## src/rtl/seg7_serial_driver_pkg.sv

```systemverilog
// seg7_serial_driver_pkg: FSM state codes, segment constants and the hex-to-segment encoder
package seg7_serial_driver_pkg;
  localparam logic [1:0] S_IDLE  = 2'd0;
  localparam logic [1:0] S_LOAD  = 2'd1;
  localparam logic [1:0] S_SHIFT = 2'd2;
  localparam logic [1:0] S_LATCH = 2'd3;
  localparam int SEG_DP = 7;
  localparam logic [7:0] SEG_BLANK = 8'h00;
  function automatic logic [6:0] hex2seg(input logic [3:0] n);
    case (n)
      4'h0: hex2seg = 7'h3F;
      4'h1: hex2seg = 7'h06;
      4'h2: hex2seg = 7'h5B;
      4'h3: hex2seg = 7'h4F;
      4'h4: hex2seg = 7'h66;
      4'h5: hex2seg = 7'h6D;
      4'h6: hex2seg = 7'h7D;
      4'h7: hex2seg = 7'h07;
      4'h8: hex2seg = 7'h7F;
      4'h9: hex2seg = 7'h6F;
      4'hA: hex2seg = 7'h77;
      4'hB: hex2seg = 7'h7C;
      4'hC: hex2seg = 7'h39;
      4'hD: hex2seg = 7'h5E;
      4'hE: hex2seg = 7'h79;
      default: hex2seg = 7'h71;
    endcase
  endfunction
endpackage

```

## src/rtl/seg7_serial_driver_if.sv

```systemverilog
// seg7_serial_driver_if: host-side request/status bundle for the 7-segment serial driver
interface seg7_serial_driver_if #(parameter int NUM_DIGITS = 8);
  logic [4*NUM_DIGITS-1:0] value;
  logic [NUM_DIGITS-1:0] dots;
  logic [NUM_DIGITS-1:0] blank;
  logic lz_en;
  logic raw_mode;
  logic [8*NUM_DIGITS-1:0] raw_seg;
  logic update;
  logic busy;
  logic done;
  modport master(output value, dots, blank, lz_en, raw_mode, raw_seg, update, input busy, done);
  modport slave(input value, dots, blank, lz_en, raw_mode, raw_seg, update, output busy, done);
endinterface

```

## src/rtl/seg7_serial_driver_encode.sv

```systemverilog
// seg7_serial_driver_encode: one digit's segment byte after blank/raw/encode precedence and polarity
module seg7_serial_driver_encode
  import seg7_serial_driver_pkg::*;
#(
  parameter bit SEG_ACTIVE_LOW = 1'b1
) (
  input  logic [3:0] nibble,
  input  logic       dot,
  input  logic       blank,
  input  logic       raw,
  input  logic [7:0] raw_byte,
  input  logic       lz_kill,
  output logic [7:0] seg
);
  logic [7:0] hi;
  always_comb begin
    hi = (blank || lz_kill) ? SEG_BLANK : raw ? raw_byte : (8'(hex2seg(nibble)) | (8'(dot) << SEG_DP));
    seg = SEG_ACTIVE_LOW ? ~hi : hi;
  end
endmodule

```

## src/rtl/seg7_serial_driver.sv

```systemverilog
// seg7_serial_driver: snapshots a hex value, encodes it per digit and shifts the frame
// out to a serial shift-register display, with auto-refresh and an update handshake.
module seg7_serial_driver
  import seg7_serial_driver_pkg::*;
#(
  parameter int NUM_DIGITS     = 8,
  parameter int SCLK_DIV       = 2,
  parameter int REFRESH_CYCLES = 65536,
  parameter bit MSB_FIRST      = 1'b1,
  parameter bit SEG_ACTIVE_LOW = 1'b1
) (
  input  logic clk,
  input  logic rst_n,
  seg7_serial_driver_if.slave host,
  output logic seg_clk,
  output logic seg_clrn,
  output logic seg_dt,
  output logic seg_en
);
  localparam int FW = 8*NUM_DIGITS;
  localparam int RW = REFRESH_CYCLES > 1 ? $clog2(REFRESH_CYCLES) : 1;
  localparam int DW = $clog2(2*SCLK_DIV);
  localparam int BW = $clog2(FW);
  localparam logic [RW-1:0] REF_TOP = RW'(REFRESH_CYCLES > 0 ? REFRESH_CYCLES-1 : 0);
  logic [1:0] state_q, state_d;
  logic pending_q, pending_d;
  logic [RW-1:0] ref_q, ref_d;
  logic [DW-1:0] div_q, div_d;
  logic [BW-1:0] bit_q, bit_d;
  logic [FW-1:0] frame_q, frame_d, frame_new;
  logic clrn_q;
  logic [NUM_DIGITS-1:0] kill;
  logic run, tick, req, div_end, last_bit;
  for (genvar i = 0; i < NUM_DIGITS; i++) begin : g_dig
    logic [7:0] seg;
    seg7_serial_driver_encode #(.SEG_ACTIVE_LOW(SEG_ACTIVE_LOW)) u_enc (
      .nibble(host.value[4*i+:4]),
      .dot(host.dots[i]),
      .blank(host.blank[i]),
      .raw(host.raw_mode),
      .raw_byte(host.raw_seg[8*i+:8]),
      .lz_kill(kill[i]),
      .seg(seg)
    );
    // The frame always shifts out from its top bit, so bit order is fixed here.
    for (genvar b = 0; b < 8; b++) begin : g_bit
      assign frame_new[8*i+b] = MSB_FIRST ? seg[b] : seg[7-b];
    end
  end
  always_comb begin
    kill = '0;
    run = host.lz_en && !host.raw_mode;
    for (int i = NUM_DIGITS-1; i > 0; i--) begin
      run = run && host.value[4*i+:4] == 4'h0 && !host.dots[i];
      kill[i] = run;
    end
  end
  assign tick = REFRESH_CYCLES != 0 && ref_q == REF_TOP;
  assign req = host.update || tick;
  assign div_end = div_q == DW'(2*SCLK_DIV-1);
  assign last_bit = bit_q == BW'(FW-1);
  always_comb begin
    ref_d = (REFRESH_CYCLES == 0 || tick) ? '0 : ref_q + 1'b1;
    state_d = state_q;
    pending_d = pending_q || req;
    div_d = '0;
    bit_d = bit_q;
    frame_d = frame_q;
    case (state_q)
      S_IDLE: begin
        state_d = pending_d ? S_LOAD : S_IDLE;
        pending_d = 1'b0;
      end
      S_LOAD: begin
        state_d = S_SHIFT;
        frame_d = frame_new;
        bit_d = '0;
      end
      S_SHIFT: begin
        div_d = div_end ? '0 : div_q + 1'b1;
        frame_d = div_end ? frame_q << 1 : frame_q;
        bit_d = div_end ? bit_q + 1'b1 : bit_q;
        state_d = (div_end && last_bit) ? S_LATCH : S_SHIFT;
      end
      default: begin
        div_d = div_end ? '0 : div_q + 1'b1;
        state_d = !div_end ? S_LATCH : pending_d ? S_LOAD : S_IDLE;
        pending_d = pending_d && !div_end;
      end
    endcase
  end
  always_ff @(posedge clk or negedge rst_n) begin
    if (!rst_n) begin
      state_q <= S_IDLE;
      pending_q <= 1'b0;
      ref_q <= '0;
      div_q <= '0;
      bit_q <= '0;
      frame_q <= '0;
      clrn_q <= 1'b0;
    end else begin
      state_q <= state_d;
      pending_q <= pending_d;
      ref_q <= ref_d;
      div_q <= div_d;
      bit_q <= bit_d;
      frame_q <= frame_d;
      clrn_q <= 1'b1;
    end
  end
  assign seg_clk = state_q == S_SHIFT && div_q >= DW'(SCLK_DIV);
  assign seg_dt = state_q == S_SHIFT && frame_q[FW-1];
  assign seg_en = state_q == S_LATCH;
  assign seg_clrn = clrn_q;
  assign host.busy = state_q != S_IDLE;
  assign host.done = state_q == S_LATCH && div_end;
endmodule

```

## src/flat_wrapper.sv

```systemverilog
// flat-port wrapper written by rule: the top's interface ports become plain ports
module seg7_serial_driver_flat import seg7_serial_driver_pkg::*;
#(
  parameter int NUM_DIGITS     = 8,
  parameter int SCLK_DIV       = 2,
  parameter int REFRESH_CYCLES = 65536,
  parameter bit MSB_FIRST      = 1'b1,
  parameter bit SEG_ACTIVE_LOW = 1'b1
)
  (clk, rst_n, seg_clk, seg_clrn, seg_dt, seg_en, host_value, host_dots, host_blank, host_lz_en, host_raw_mode, host_raw_seg, host_update, host_busy, host_done);
  seg7_serial_driver_if #(.NUM_DIGITS(NUM_DIGITS)) host_i ();
  input  logic clk;
  input  logic rst_n;
  output logic seg_clk;
  output logic seg_clrn;
  output logic seg_dt;
  output logic seg_en;
  input wire logic [$bits(host_i.value)-1:0] host_value;
  input wire logic [$bits(host_i.dots)-1:0] host_dots;
  input wire logic [$bits(host_i.blank)-1:0] host_blank;
  input wire logic [$bits(host_i.lz_en)-1:0] host_lz_en;
  input wire logic [$bits(host_i.raw_mode)-1:0] host_raw_mode;
  input wire logic [$bits(host_i.raw_seg)-1:0] host_raw_seg;
  input wire logic [$bits(host_i.update)-1:0] host_update;
  output wire logic [$bits(host_i.busy)-1:0] host_busy;
  output wire logic [$bits(host_i.done)-1:0] host_done;
  assign host_i.value = host_value;
  assign host_i.dots = host_dots;
  assign host_i.blank = host_blank;
  assign host_i.lz_en = host_lz_en;
  assign host_i.raw_mode = host_raw_mode;
  assign host_i.raw_seg = host_raw_seg;
  assign host_i.update = host_update;
  assign host_busy = host_i.busy;
  assign host_done = host_i.done;
  seg7_serial_driver #(.NUM_DIGITS(NUM_DIGITS), .SCLK_DIV(SCLK_DIV), .REFRESH_CYCLES(REFRESH_CYCLES), .MSB_FIRST(MSB_FIRST), .SEG_ACTIVE_LOW(SEG_ACTIVE_LOW)) u_core (.clk(clk), .rst_n(rst_n), .host(host_i), .seg_clk(seg_clk), .seg_clrn(seg_clrn), .seg_dt(seg_dt), .seg_en(seg_en));
endmodule
```

## config.mk

```make
export PLATFORM = sky130hd
export DESIGN_NAME = seg7_serial_driver_flat
export DESIGN_NICKNAME = d
export VERILOG_FILES = /design/src/rtl/seg7_serial_driver_pkg.sv /design/src/rtl/seg7_serial_driver_if.sv /design/src/rtl/seg7_serial_driver_encode.sv /design/src/rtl/seg7_serial_driver.sv /design/src/flat_wrapper.sv
export SDC_FILE = /design/constraint.sdc
export NUM_CORES = 1
export LEC_CHECK = 0
export BUFFER_PORTS_ARGS = -buffer_cell sky130_fd_sc_hd__buf_2
export CAP_MARGIN = 30
export CORE_ASPECT_RATIO = 0.75
export CORE_MARGIN = 5
export CORE_UTILIZATION = 55
export CTS_BUF_LIST = sky130_fd_sc_hd__clkbuf_16
export DETAILED_ROUTE_END_ITERATION = 8
export HOLD_SLACK_MARGIN = 0.03
export PLACE_DENSITY = 0.77
export SLEW_MARGIN = 20
export SYNTH_ARGS = -nofsm -noshare
export SYNTH_HDL_FRONTEND = slang
export SYNTH_SLANG_ARGS = --single-unit
```

## constraint.sdc

```tcl
create_clock -name clk -period 2.7 [get_ports clk]
set_input_delay 0.27 -clock clk [delete_from_list [all_inputs] [get_ports clk]]
set_output_delay 0.27 -clock clk [all_outputs]
set_load 0.005 [all_outputs]
```

# ---- Word level (Yosys, flattened, before mapping)
# Memory sizes are Yosys's and may differ from the RTL's.
# Index checks and enable logic that the tools add are counted.
dict set report totals {
  regBits 92
  rom_bits 896
  output_inout_bits 6
  wordCells 121
  n_memories 8
}
# memory words word_bits read_ports rd_ports_with_merged_regs write_ports line_no
set mem_list {}
lappend mem_list {{(no name shown)} 16 7 1 0 0 seg7_serial_driver_pkg.sv:10} ;# case (n)
lappend mem_list {{(no name shown)} 16 7 1 0 0 seg7_serial_driver_pkg.sv:10}
lappend mem_list {{(no name shown)} 16 7 1 0 0 seg7_serial_driver_pkg.sv:10}
lappend mem_list {{(no name shown)} 16 7 1 0 0 seg7_serial_driver_pkg.sv:10}
lappend mem_list {{(no name shown)} 16 7 1 0 0 seg7_serial_driver_pkg.sv:10}
lappend mem_list {{(no name shown)} 16 7 1 0 0 seg7_serial_driver_pkg.sv:10}
lappend mem_list {{+2 memories} - - - - - -}
dict set report classes {
  n_addsub 3
  n_lt_le_gt_ge 1
  n_eq_ne 7
  mux 28
  bitwise 16
  n_reduce_logical 51
}
# operator count
set op_table {}
lappend op_table {{two-way mux 8 bit} 16}
lappend op_table {{one-hot mux 64 bit (2 select lines)} 1}
lappend op_table {{two-way mux 64 bit} 1}
lappend op_table {{NOT 8 bit} 8}
lappend op_table {{OR 7 x 8 -> 8 bit} 8}
lappend op_table {{logical NOT 4 bit} 7}
lappend op_table {{logical AND 1 bit} 20}
lappend op_table {{adder 16 x 1 -> 16 bit (second input constant)} 1}
lappend op_table {{== test 16 bit (second input constant)} 1}
lappend op_table {{two-way mux 16 bit} 1}
lappend op_table {{one-hot mux 6 bit (2 select lines)} 1}
lappend op_table {{logical NOT 1 bit} 9}
lappend op_table {{logical OR 1 bit} 9}
lappend op_table {{adder 6 x 1 -> 6 bit (second input constant)} 1}
lappend op_table {{== test 2 bit (second input constant)} 3}
lappend op_table {{== test 6 bit (second input constant)} 1}
lappend op_table {{two-way mux 2 bit} 3}
lappend op_table {{two-way mux 6 bit} 1}
lappend op_table {{one-hot mux 2 bit (3 select lines)} 1}
lappend op_table {{nonzero test 2 bit} 2}
lappend op_table {{OR reduction 2 bit} 2}
lappend op_table {{adder 2 x 1 -> 2 bit (second input constant)} 1}
lappend op_table {{== test 2 x 1 -> 1 bit (second input constant)} 1}
lappend op_table {{>= comparator 2 bit (second input constant)} 1}
lappend op_table {{other kinds (5)} 6}

# ---- Logic depth before layout (Yosys ltp)
# Gate-level depths: netlist of the first run.
dict set report depth {
  depth_word 20
  depth_mapped 8
}

# ---- Hierarchy
# Synthesis of the first run repeated with hierarchy kept, for this count alone.
dict set report unflattened {
  hier_cells 840
  hier_area_um2 7576.0
}
# mod instances cells_each area_each_um2 seq_area_each_um2
set by_module_without_submodules {}
lappend by_module_without_submodules {seg7_serial_driver 1 427 4404.2 2302.2}
lappend by_module_without_submodules {{seg7_serial_driver_encode at u_core.g_dig[2].u_enc ...} 6 52 399.1 0.0}
lappend by_module_without_submodules {{seg7_serial_driver_encode at u_core.g_dig[0].u_enc} 1 52 394.1 0.0}
lappend by_module_without_submodules {{seg7_serial_driver_encode at u_core.g_dig[1].u_enc} 1 49 382.9 0.0}

# ---- Least setup slack after synthesis of the first run
# OpenSTA, ideal clock, no wires.
dict set report synth_path {
  kind {register -> register}
  from {register u_core.state_q[0]}
  to {register u_core.frame_q[13]}
  setup_time_ns 0.139
  arrival_ns 1.675
  required_time_ns 2.561
  path_slack_ns 0.885
  path_stages_with_launch 8
  n_path_buf 2
  synth_period_minus_slack_ns 1.815
  path_cell_list {dfrtp_1 > inv_1 > ha_1 > and2_0 > clkbuf_1 > buf_2 > mux2i_1 > a22oi_1}
}
dict set report synth_via {
  elab_chain_len 3
}
# element line_no
set synth_rtl {}
lappend synth_rtl {{start, declared} seg7_serial_driver.sv:25} ;# logic [1:0] state_q, state_d;
lappend synth_rtl {{start signal, assigned} seg7_serial_driver.sv:102} ;# state_q <= state_d;
lappend synth_rtl {{== test 2 bit / == test 2 x 1 -> 1 bit (equally long branches)} seg7_serial_driver.sv:69} ;# case (state_q)
lappend synth_rtl {{!= test 2 x 1 -> 1 bit (no line) / nonzero test 2 bit (equally long branches)} -}
lappend synth_rtl {{AND reduction 2 bit (no line)} -}
lappend synth_rtl {{end signal, assigned} seg7_serial_driver.sv:107} ;# frame_q <= frame_d;
lappend synth_rtl {{end, declared} seg7_serial_driver.sv:30} ;# logic [FW-1:0] frame_q, frame_d, frame_new;
# Parallel ways exist; a longest one is shown, timed or not.
# A chain may end at the register's enable or synchronous reset.

# ---- Final worst setup path of the first run
dict set report layout_path {
  from {register u_core.state_q[0]}
  to {register u_core.frame_q[11]}
}
# Same word-level chain as after synthesis.

==> parameters.txt, run 1 <==
Parameter                              Value

Synthesis
  Yosys cell types    61
  Synth Area per Inst    8.32 um^2
  Register bit total from synthesis    between 90 and 100
  Mapped cell area    between 0.006 and 0.007 mm^2
  Most used flip-flop cell after synthesis    sky130_fd_sc_hd__dfrtp_1
  Gate count of the mapped netlist    827
  Post-synthesis cell type with the largest combined area    sky130_fd_sc_hd__dfrtp_1
  Leading post-synthesis cells by instance count    sky130_fd_sc_hd__a21oi_1, sky130_fd_sc_hd__nand2_1, sky130_fd_sc_hd__dfrtp_1
  Sequential cell area fraction in the yosys report    0.334
  Count of flip-flops with a built-in enable after synthesis    0
  Cells taking the most area after synthesis    sky130_fd_sc_hd__dfrtp_1, sky130_fd_sc_hd__ha_1, sky130_fd_sc_hd__a21oi_1, sky130_fd_sc_hd__nand2_1, sky130_fd_sc_hd__o21ai_0
  Yosys warnings    0
  Syn Nets    993
  Most numerous cell in the Yosys netlist    sky130_fd_sc_hd__a21oi_1
  Async set-or-reset flop fraction in the synthesized netlist    1.00
  Fraction of post-synthesis cell area in the top cell type by area    0.334

Cells and area
  Number of nets in the final layout    1086
  Share of cells above drive strength 1    0.197
  Fill cell instance count of the final layout    approximately 1100
  Area taken by multi-input logic gates    between 0.004 and 0.005 mm^2
  Area overhead of the layout relative to synthesis    15.2%
  Post-route core utilization    0.647
  Sequential cell area    0.00230 mm^2
  Inserted Diodes    0

Global route
  Overall track demand over capacity in global routing    0.232
  GRT busiest layer    met1
  Global-route wire length before repair    28900 um
  Global Route met3 Usage    0.0441
  Via count of the first global-routing pass    ~5900
  Residual overflow from global routing    0
  Global routing met1 resource utilization    0.354
  Largest net degree at the start of global routing    92
  Met2 demand-to-capacity share in global routing    0.344
  Antenna violations before repair    0

Pwr
  PD cells    approximately 400 mW/mm^2
  Net switching component of the power    roughly 870 uW
  Switching power share of the total    0.275
  Combinational power share    0.169
  Clock network power share    0.369
  Cell internal pwr    2.30 mW
  Peak supply drop    between 0.3 and 0.4 mV
  Proportion of power drawn by flip-flops and latches    0.463
  Pwr Total    3.17 mW
  Pleak    about 3.7 nW

Clock network
  Total clock buffers created by CTS    9
  Clock network latency to the later pin of the worst-skew pair    0.35 ns
  Clock-pin transition on the worst setup and hold timing paths    about 0.07 ns
  Max H-tree Level    3
  Deepest clock path buffer count    2
  Count of clock tree sinks    92
  CTS tree    done
  Clock root buffer master    sky130_fd_sc_hd__clkbuf_16
  Number of buffers inserted to repair setup after CTS    0

Timing
  Setup TNS    0 ns
  Post-route minimum period    2.04 ns
  Unrepaired setup endpoints after global routing    false
  Highest Clock Rate    0.491 GHz
  Post-route clock period utilization    0.755
  Worst slew margin relative to its limit    0.584
  Final count of pins violating max slew    0
  Slew @ Worst Pin    0.620 ns
  Final Skew    0.00709 ns
  Total count of hold-check failures in the final report    0
  Final setup vio count    0

Place
  Detailed-placement wirelength estimate    12600 um
  GP Congestion    0.843
  Port buffer count    122

Route
  DRT Pass-1 Iters    5
  Average via count per standard cell    5.85
  Initial DRC Count    445
  ANT nets after route    0
  Drt drc    0
  Routed wire length    17100 um
  Total via count after detailed routing    6386
  WL/cell    15.6 um

Min path
  Class of the tightest hold or removal check    primary input to flip-flop

Floorplan
  Number of placement rows    35
  Die outline height    107 um
  Starting density of the core    0.561
  Floorplan die width    139 um
  Number of primary I/O pins    ~120
  Core Box Area    0.0123 mm^2
  Die area    0.0149 mm^2

Setup path
  Required arrival time at the worst endpoint    2.96 ns
  Sort of element at the start of the critical path    flip-flop
  Category of the most critical setup path    flip-flop to flip-flop
  Type of destination of the critical path    flip-flop
  Peak fanout along the critical path    32
  Worst endpoint data arrival time    2.30 ns

Job
  Count of max-cap constraint violations    0

Outcome
  Run status    finished, final reports clean
## state kept, by name, summed over array words and instances, names as in the netlist
signal,count
u_core.state_q,2
u_core.ref_q,16
u_core.seg_clrn,1
u_core.div_q,2
u_core.bit_q,6
u_core.pending_q,1
u_core.frame_q,64
## per-stage QoR
step / setup slack, ns / hold slack [ns] / area [um^2] / cells
2_1_floorplan: 0.885 / -0.0256 / 6880 / 827
3_3_place_gp: 0.569 / 0.317 / 7640 / 1074
3_5_place_dp: 0.495 / 0.316 / 7640 / 1074
4_1_cts: 0.637 / 0.193 / 7930 / 1091
5_1_grt: 0.502 / 0.217 / 7930 / 1091
6_report: 0.662 / 0.201 / 7930 / 1091
## cell usage in the layout, fill, tap and decap left out, types with 26 or more instances in the layout
cell / instances
sky130_fd_sc_hd__a21oi_1: 110
sky130_fd_sc_hd__buf_2: 120
sky130_fd_sc_hd__dfrtp_1: 92
sky130_fd_sc_hd__ha_1: 49
sky130_fd_sc_hd__inv_1: 36
sky130_fd_sc_hd__mux2i_1: 26
sky130_fd_sc_hd__nand2_1: 97
sky130_fd_sc_hd__nor2_1: 65
sky130_fd_sc_hd__o21ai_0: 61
## metal layers
metal | part of all wire | up-vias
li1 | - | 3164
met1 | 0.50 | 2981
met2 | 0.43 | 223
met3 | 0.064 | 18
met4 | 0.0084 | 0
met5 | 0 | -
## worst max-delay path, stage by stage (launching register included)
cell	delay [ns]
sky130_fd_sc_hd__dfrtp_1	0.37
sky130_fd_sc_hd__inv_1	0.07
sky130_fd_sc_hd__ha_1	0.23
sky130_fd_sc_hd__buf_4	0.20
sky130_fd_sc_hd__nor2b_4	0.25
sky130_fd_sc_hd__buf_4	0.39
sky130_fd_sc_hd__a21oi_1	0.10
sky130_fd_sc_hd__a21oi_1	0.13
sky130_fd_sc_hd__o21ai_0	0.11
sky130_fd_sc_hd__o211ai_1	0.11
## layout make-up
type	instances	area share
clock inverter	7	0.00679
tap	166	0.0262
clock buffer	9	0.0284
timing repair buffer	137	0.0969
inverter	36	0.0170
sequential	92	0.290
multi-input combinational	644	0.534
## power groups by stage
| stage | Sequential [mW] | Combinational [mW] | Clock (mW) |
|---|---|---|---|
| after floorplan | 1.48 | 0.322 | 0 |
| after global placement | 1.49 | 0.524 | 0 |
| after detailed placement | 1.49 | 0.528 | 0 |
| after CTS | 1.46 | 0.532 | 1.19 |
| after global routing | 1.47 | 0.603 | 1.25 |
| final | 1.47 | 0.534 | 1.17 |
## kinds of logic (layout without fill, tap and decap cells)
| logic type | Yosys count | in the layout | share of synthesized area |
|---|---|---|---|
| AO/OA/AOI/OAI | 279 | 279 | 0.246 |
| XOR/XNOR | 16 | 16 | 0.0204 |
| adder cells (fa/ha/maj) | 49 | 49 | 0.0891 |
| buffers and inverters | 91 | 189 | 0.0525 |
| flip-flops | 92 | 92 | 0.334 |
| multiplexers | 44 | 44 | 0.0787 |
| other | 1 | 1 | 0.000545 |
| AND/OR/NAND/NOR | 255 | 255 | 0.178 |
## worst paths after layout
kind / slack, ns / from / cells past startpoint / endpoint
max: 0.66 / u_core.state_q[0] / 9 / u_core.frame_q[11]
min: 0.20 / host_update / 2 / u_core.pending_q
max reg2reg: 0.66 / u_core.state_q[0] / 9 / u_core.frame_q[11]
min reg2reg: 0.47 / u_core.div_q[0] / 1 / u_core.div_q[0]
max in group asynchronous: 1.54 / rst_n / 3 / u_core.frame_q[31]
min in group asynchronous: 0.49 / rst_n / 2 / u_core.frame_q[58]
## repair_timing
action | 4_1_cts | 5_1_grt
endpoints found under the hold margin | 45 | 0
gates resized for setup | 0 | 0
hold buffers | 1 | 0
Power figures use the tool's default switching activity.
==> run 2: changes to the inputs <==
Clock period 2.7 ns to 2 ns, I/O delays scaled along.
==> run 2 against run 1 <==
Effect of this change:
- wire length up 2.3%
- fmax is 7.9% higher
- critical endpoint is now u_core.frame_q[1]
- combinational power up 43%
- sequential power rose by 35%
- clock power up 56%
- critical path depth down 2
- final area up 3.9%
- sequential cell count did not move
- clock skew is 0.0010 ns lower
- final cell count rose by 3.1%
- critical path type unchanged
- non-clock buffer count is 34 higher
- core utilization up 2.5 points
==> parameters.txt, run 2 (synthesized netlist as in run 1, its figures left out) <==
Parameter                              Value

Outcome
  Run status    finished, final reports clean

Timing
  Final setup margin    0.111 ns (-0.551 ns)
  Unrepaired setup endpoints after global routing    false
  Post-route minimum period    1.89 ns (-0.149 ns)
  Final setup vio count    0 (unchanged)
  Total count of hold-check failures in the final report    0 (unchanged)
  Final Skew    0.00610 ns (-0.000997 ns)
  Highest Clock Rate    0.529 GHz (+7.9%)
  Worst slew margin relative to its limit    0.637 (+0.0532)
  Slew @ Worst Pin    0.545 ns (-0.0757 ns)
  Post-route clock period utilization    0.945 (+0.190)
  Final count of pins violating max slew    0 (unchanged)

Route
  ANT nets after route    0 (unchanged)
  DRT Pass-1 Iters    5 (unchanged)
  Initial DRC Count    375 (-16%)
  Drt drc    0 (unchanged)
  WL/cell    15.5 um (-0.79%)
  Total via count after detailed routing    6447 (+0.96%)
  Routed wire length    17500 um (+2.3%)
  Average via count per standard cell    5.73 (-2.1%)

Setup path
  Type of destination of the critical path    flip-flop
  Critical register-to-register path endpoint    u_core.frame_q[1]
  Sort of element at the start of the critical path    flip-flop
  Slowest Stage Delay on Critical Path    0.40 ns (about the same)
  Required arrival time at the worst endpoint    2.29 ns (-0.67 ns)
  Largest delay share family, worst path    compound AO/OA/AOI/OAI gates
  Buffers & Inverters on Critical Path    2 (-1)
  Standard cell with the maximum stage delay on the critical path    sky130_fd_sc_hd__dfrtp_1
  Category of the most critical setup path    flip-flop to flip-flop
  Slack of the worst reg-to-reg path    0.11 ns (-0.55 ns)
  Worst reg2reg path depth    7 (-2)
  Cell chain of the critical path    inv_1, ha_2, and2_2, buf_4, a21oi_1, a311oi_1, a21o_1
  Launch instance of the worst register-to-register path    u_core.state_q[0]
  Worst endpoint data arrival time    2.18 ns (-0.12 ns)
  Peak fanout along the critical path    15 (-53%)

Cells and area
  Most used cells in the layout excluding fill and tap cells    sky130_fd_sc_hd__buf_2, sky130_fd_sc_hd__a21oi_1, sky130_fd_sc_hd__nand2_1
  Inserted Diodes    0 (unchanged)
  Share of cells above drive strength 1    0.225 (+0.0285)
  Most common cell after layout, fill and taps aside    sky130_fd_sc_hd__buf_2
  Area overhead of the layout relative to synthesis    19.6%
  Sequential cell area    0.00230 mm^2 (unchanged)
  Fill cell instance count of the final layout    1024 (-6.7%)
  Register ranked first by flip-flop count    u_core.frame_q
  Number of nets in the final layout    1120 (+3.1%)
  Biggest regs    u_core.frame_q (64), u_core.ref_q (16), u_core.bit_q (6)
  Post-route design area    0.00823 mm^2 (+3.9%)
  Flip-flop count of the largest register, all copies and words added    64 (unchanged)
  Area taken by multi-input logic gates    0.00424 mm^2 (about the same)

Floorplan
  Die outline height    107 um (unchanged)
  Number of primary I/O pins    123 (unchanged)
  Number of placement rows    35 (unchanged)
  Floorplan die width    139 um (unchanged)
  Starting density of the core    0.561 (unchanged)
  Core Box Area    0.0123 mm^2 (unchanged)
  Die area    0.0149 mm^2 (unchanged)

Min path
  Min-Delay Path Depth    2 (unchanged)
  Min-Delay Startpoint    host_update
  Class of the tightest hold or removal check    primary input to flip-flop
  Capture endpoint of the worst hold path    u_core.pending_q

Clock network
  Deepest clock path buffer count    2 (unchanged)
  Clock network latency to the later pin of the worst-skew pair    0.35 ns (about the same)
  CTS tree    done
  Max H-tree Level    3 (unchanged)
  Count of clock tree sinks    92 (unchanged)
  Clock root buffer master    sky130_fd_sc_hd__clkbuf_16
  Number of buffers inserted to repair setup after CTS    0 (unchanged)
  Total clock buffers created by CTS    9 (unchanged)
  Clock-pin transition on the worst setup and hold timing paths    0.06 ns (about the same)

Pwr
  Peak supply drop    0.510 mV (+46%)
  PD cells    554 mW/mm^2 (+39%)
  Pleak    3.88 nW (+5.1%)

Global route
  Antenna violations before repair    0 (unchanged)
  Overall track demand over capacity in global routing    0.237 (+0.00450)
  Via count of the first global-routing pass    6078 (+2.5%)
  Residual overflow from global routing    0 (unchanged)
  Global-route wire length before repair    29200 um (+0.98%)
  Largest net degree at the start of global routing    109 (+18%)

Place
  Port buffer count    122 (unchanged)
  Post-placement worst setup slack    -0.122 ns (-0.617 ns)
  Placed inst area    0.00791 mm^2 (+3.5%)
  GP Congestion    0.885 (+5.0%)
  Detailed-placement wirelength estimate    12900 um (+2.3%)

Job
  Count of max-cap constraint violations    0 (unchanged)
==> run 2: routing by layer <==
metal  part of all wire  track usage  vias to the layer above
met2               0.44        0.352                      221
met3              0.066       0.0437                       18
met5                  0            0                        -
met1               0.48        0.357                     2990
met4              0.012       0.0580                        0
li1                   -            -                     3218
==> run 2: where the power goes <==
| group | internal, mW | leakage (nW) | total, mW | switching [mW] |
|---|---|---|---|---|
| registers | 1.94 | 1.05 | 1.98 | 0.0427 |
| clock network | 1.09 | 0.153 | 1.83 | 0.734 |
| logic | 0.351 | 2.67 | 0.762 | 0.410 |
| total | 3.38 | 3.88 | 4.57 | 1.19 |
==> run 2: worst max path at each step <==
stage	from	endpoint	slack, ns	cells after the start
3_3_place_gp	host_value[8]	u_core.frame_q[13]	-0.03	9
4_1_cts	u_core.state_q[0]	u_core.frame_q[1]	0.04	7
5_1_grt	u_core.state_q[0]	u_core.frame_q[1]	0.02	7
2_1_floorplan	u_core.state_q[0]	u_core.frame_q[13]	0.19	7
6_report	u_core.state_q[0]	u_core.frame_q[1]	0.11	7
3_5_place_dp	host_value[8]	u_core.frame_q[9]	-0.12	9
==> run 2: cell type report <==
type | instances | share of cell area
clock buffer | 9 | 0.0274
clock inverter | 7 | 0.0109
inverter | 36 | 0.0164
multi-input combinational | 644 | 0.515
sequential | 92 | 0.280
tap | 166 | 0.0252
timing repair buffer | 171 | 0.126
==> run 2: timing repair <==
item                                   CTS  global route
gates resized for setup                  0             1
hold buffers                             1             0
setup endpoints to repair                0            10
endpoints found under the hold margin   39             0
==> run 2: through the flow <==
stage | cells | power (mW) | hold WS, ns | util | TNS, ns
after global routing | 1125 | 4.79 | 0.124 | 0.672 | 0
after global placement | 1108 | 2.76 | 0.228 | 0.645 | -0.0865
final | 1125 | 4.57 | 0.125 | 0.672 | 0
after CTS | 1125 | 4.59 | 0.117 | 0.671 | 0
after detailed placement | 1108 | 2.76 | 0.224 | 0.645 | -0.586
after floorplan | 827 | 2.43 | -0.0956 | - | 0
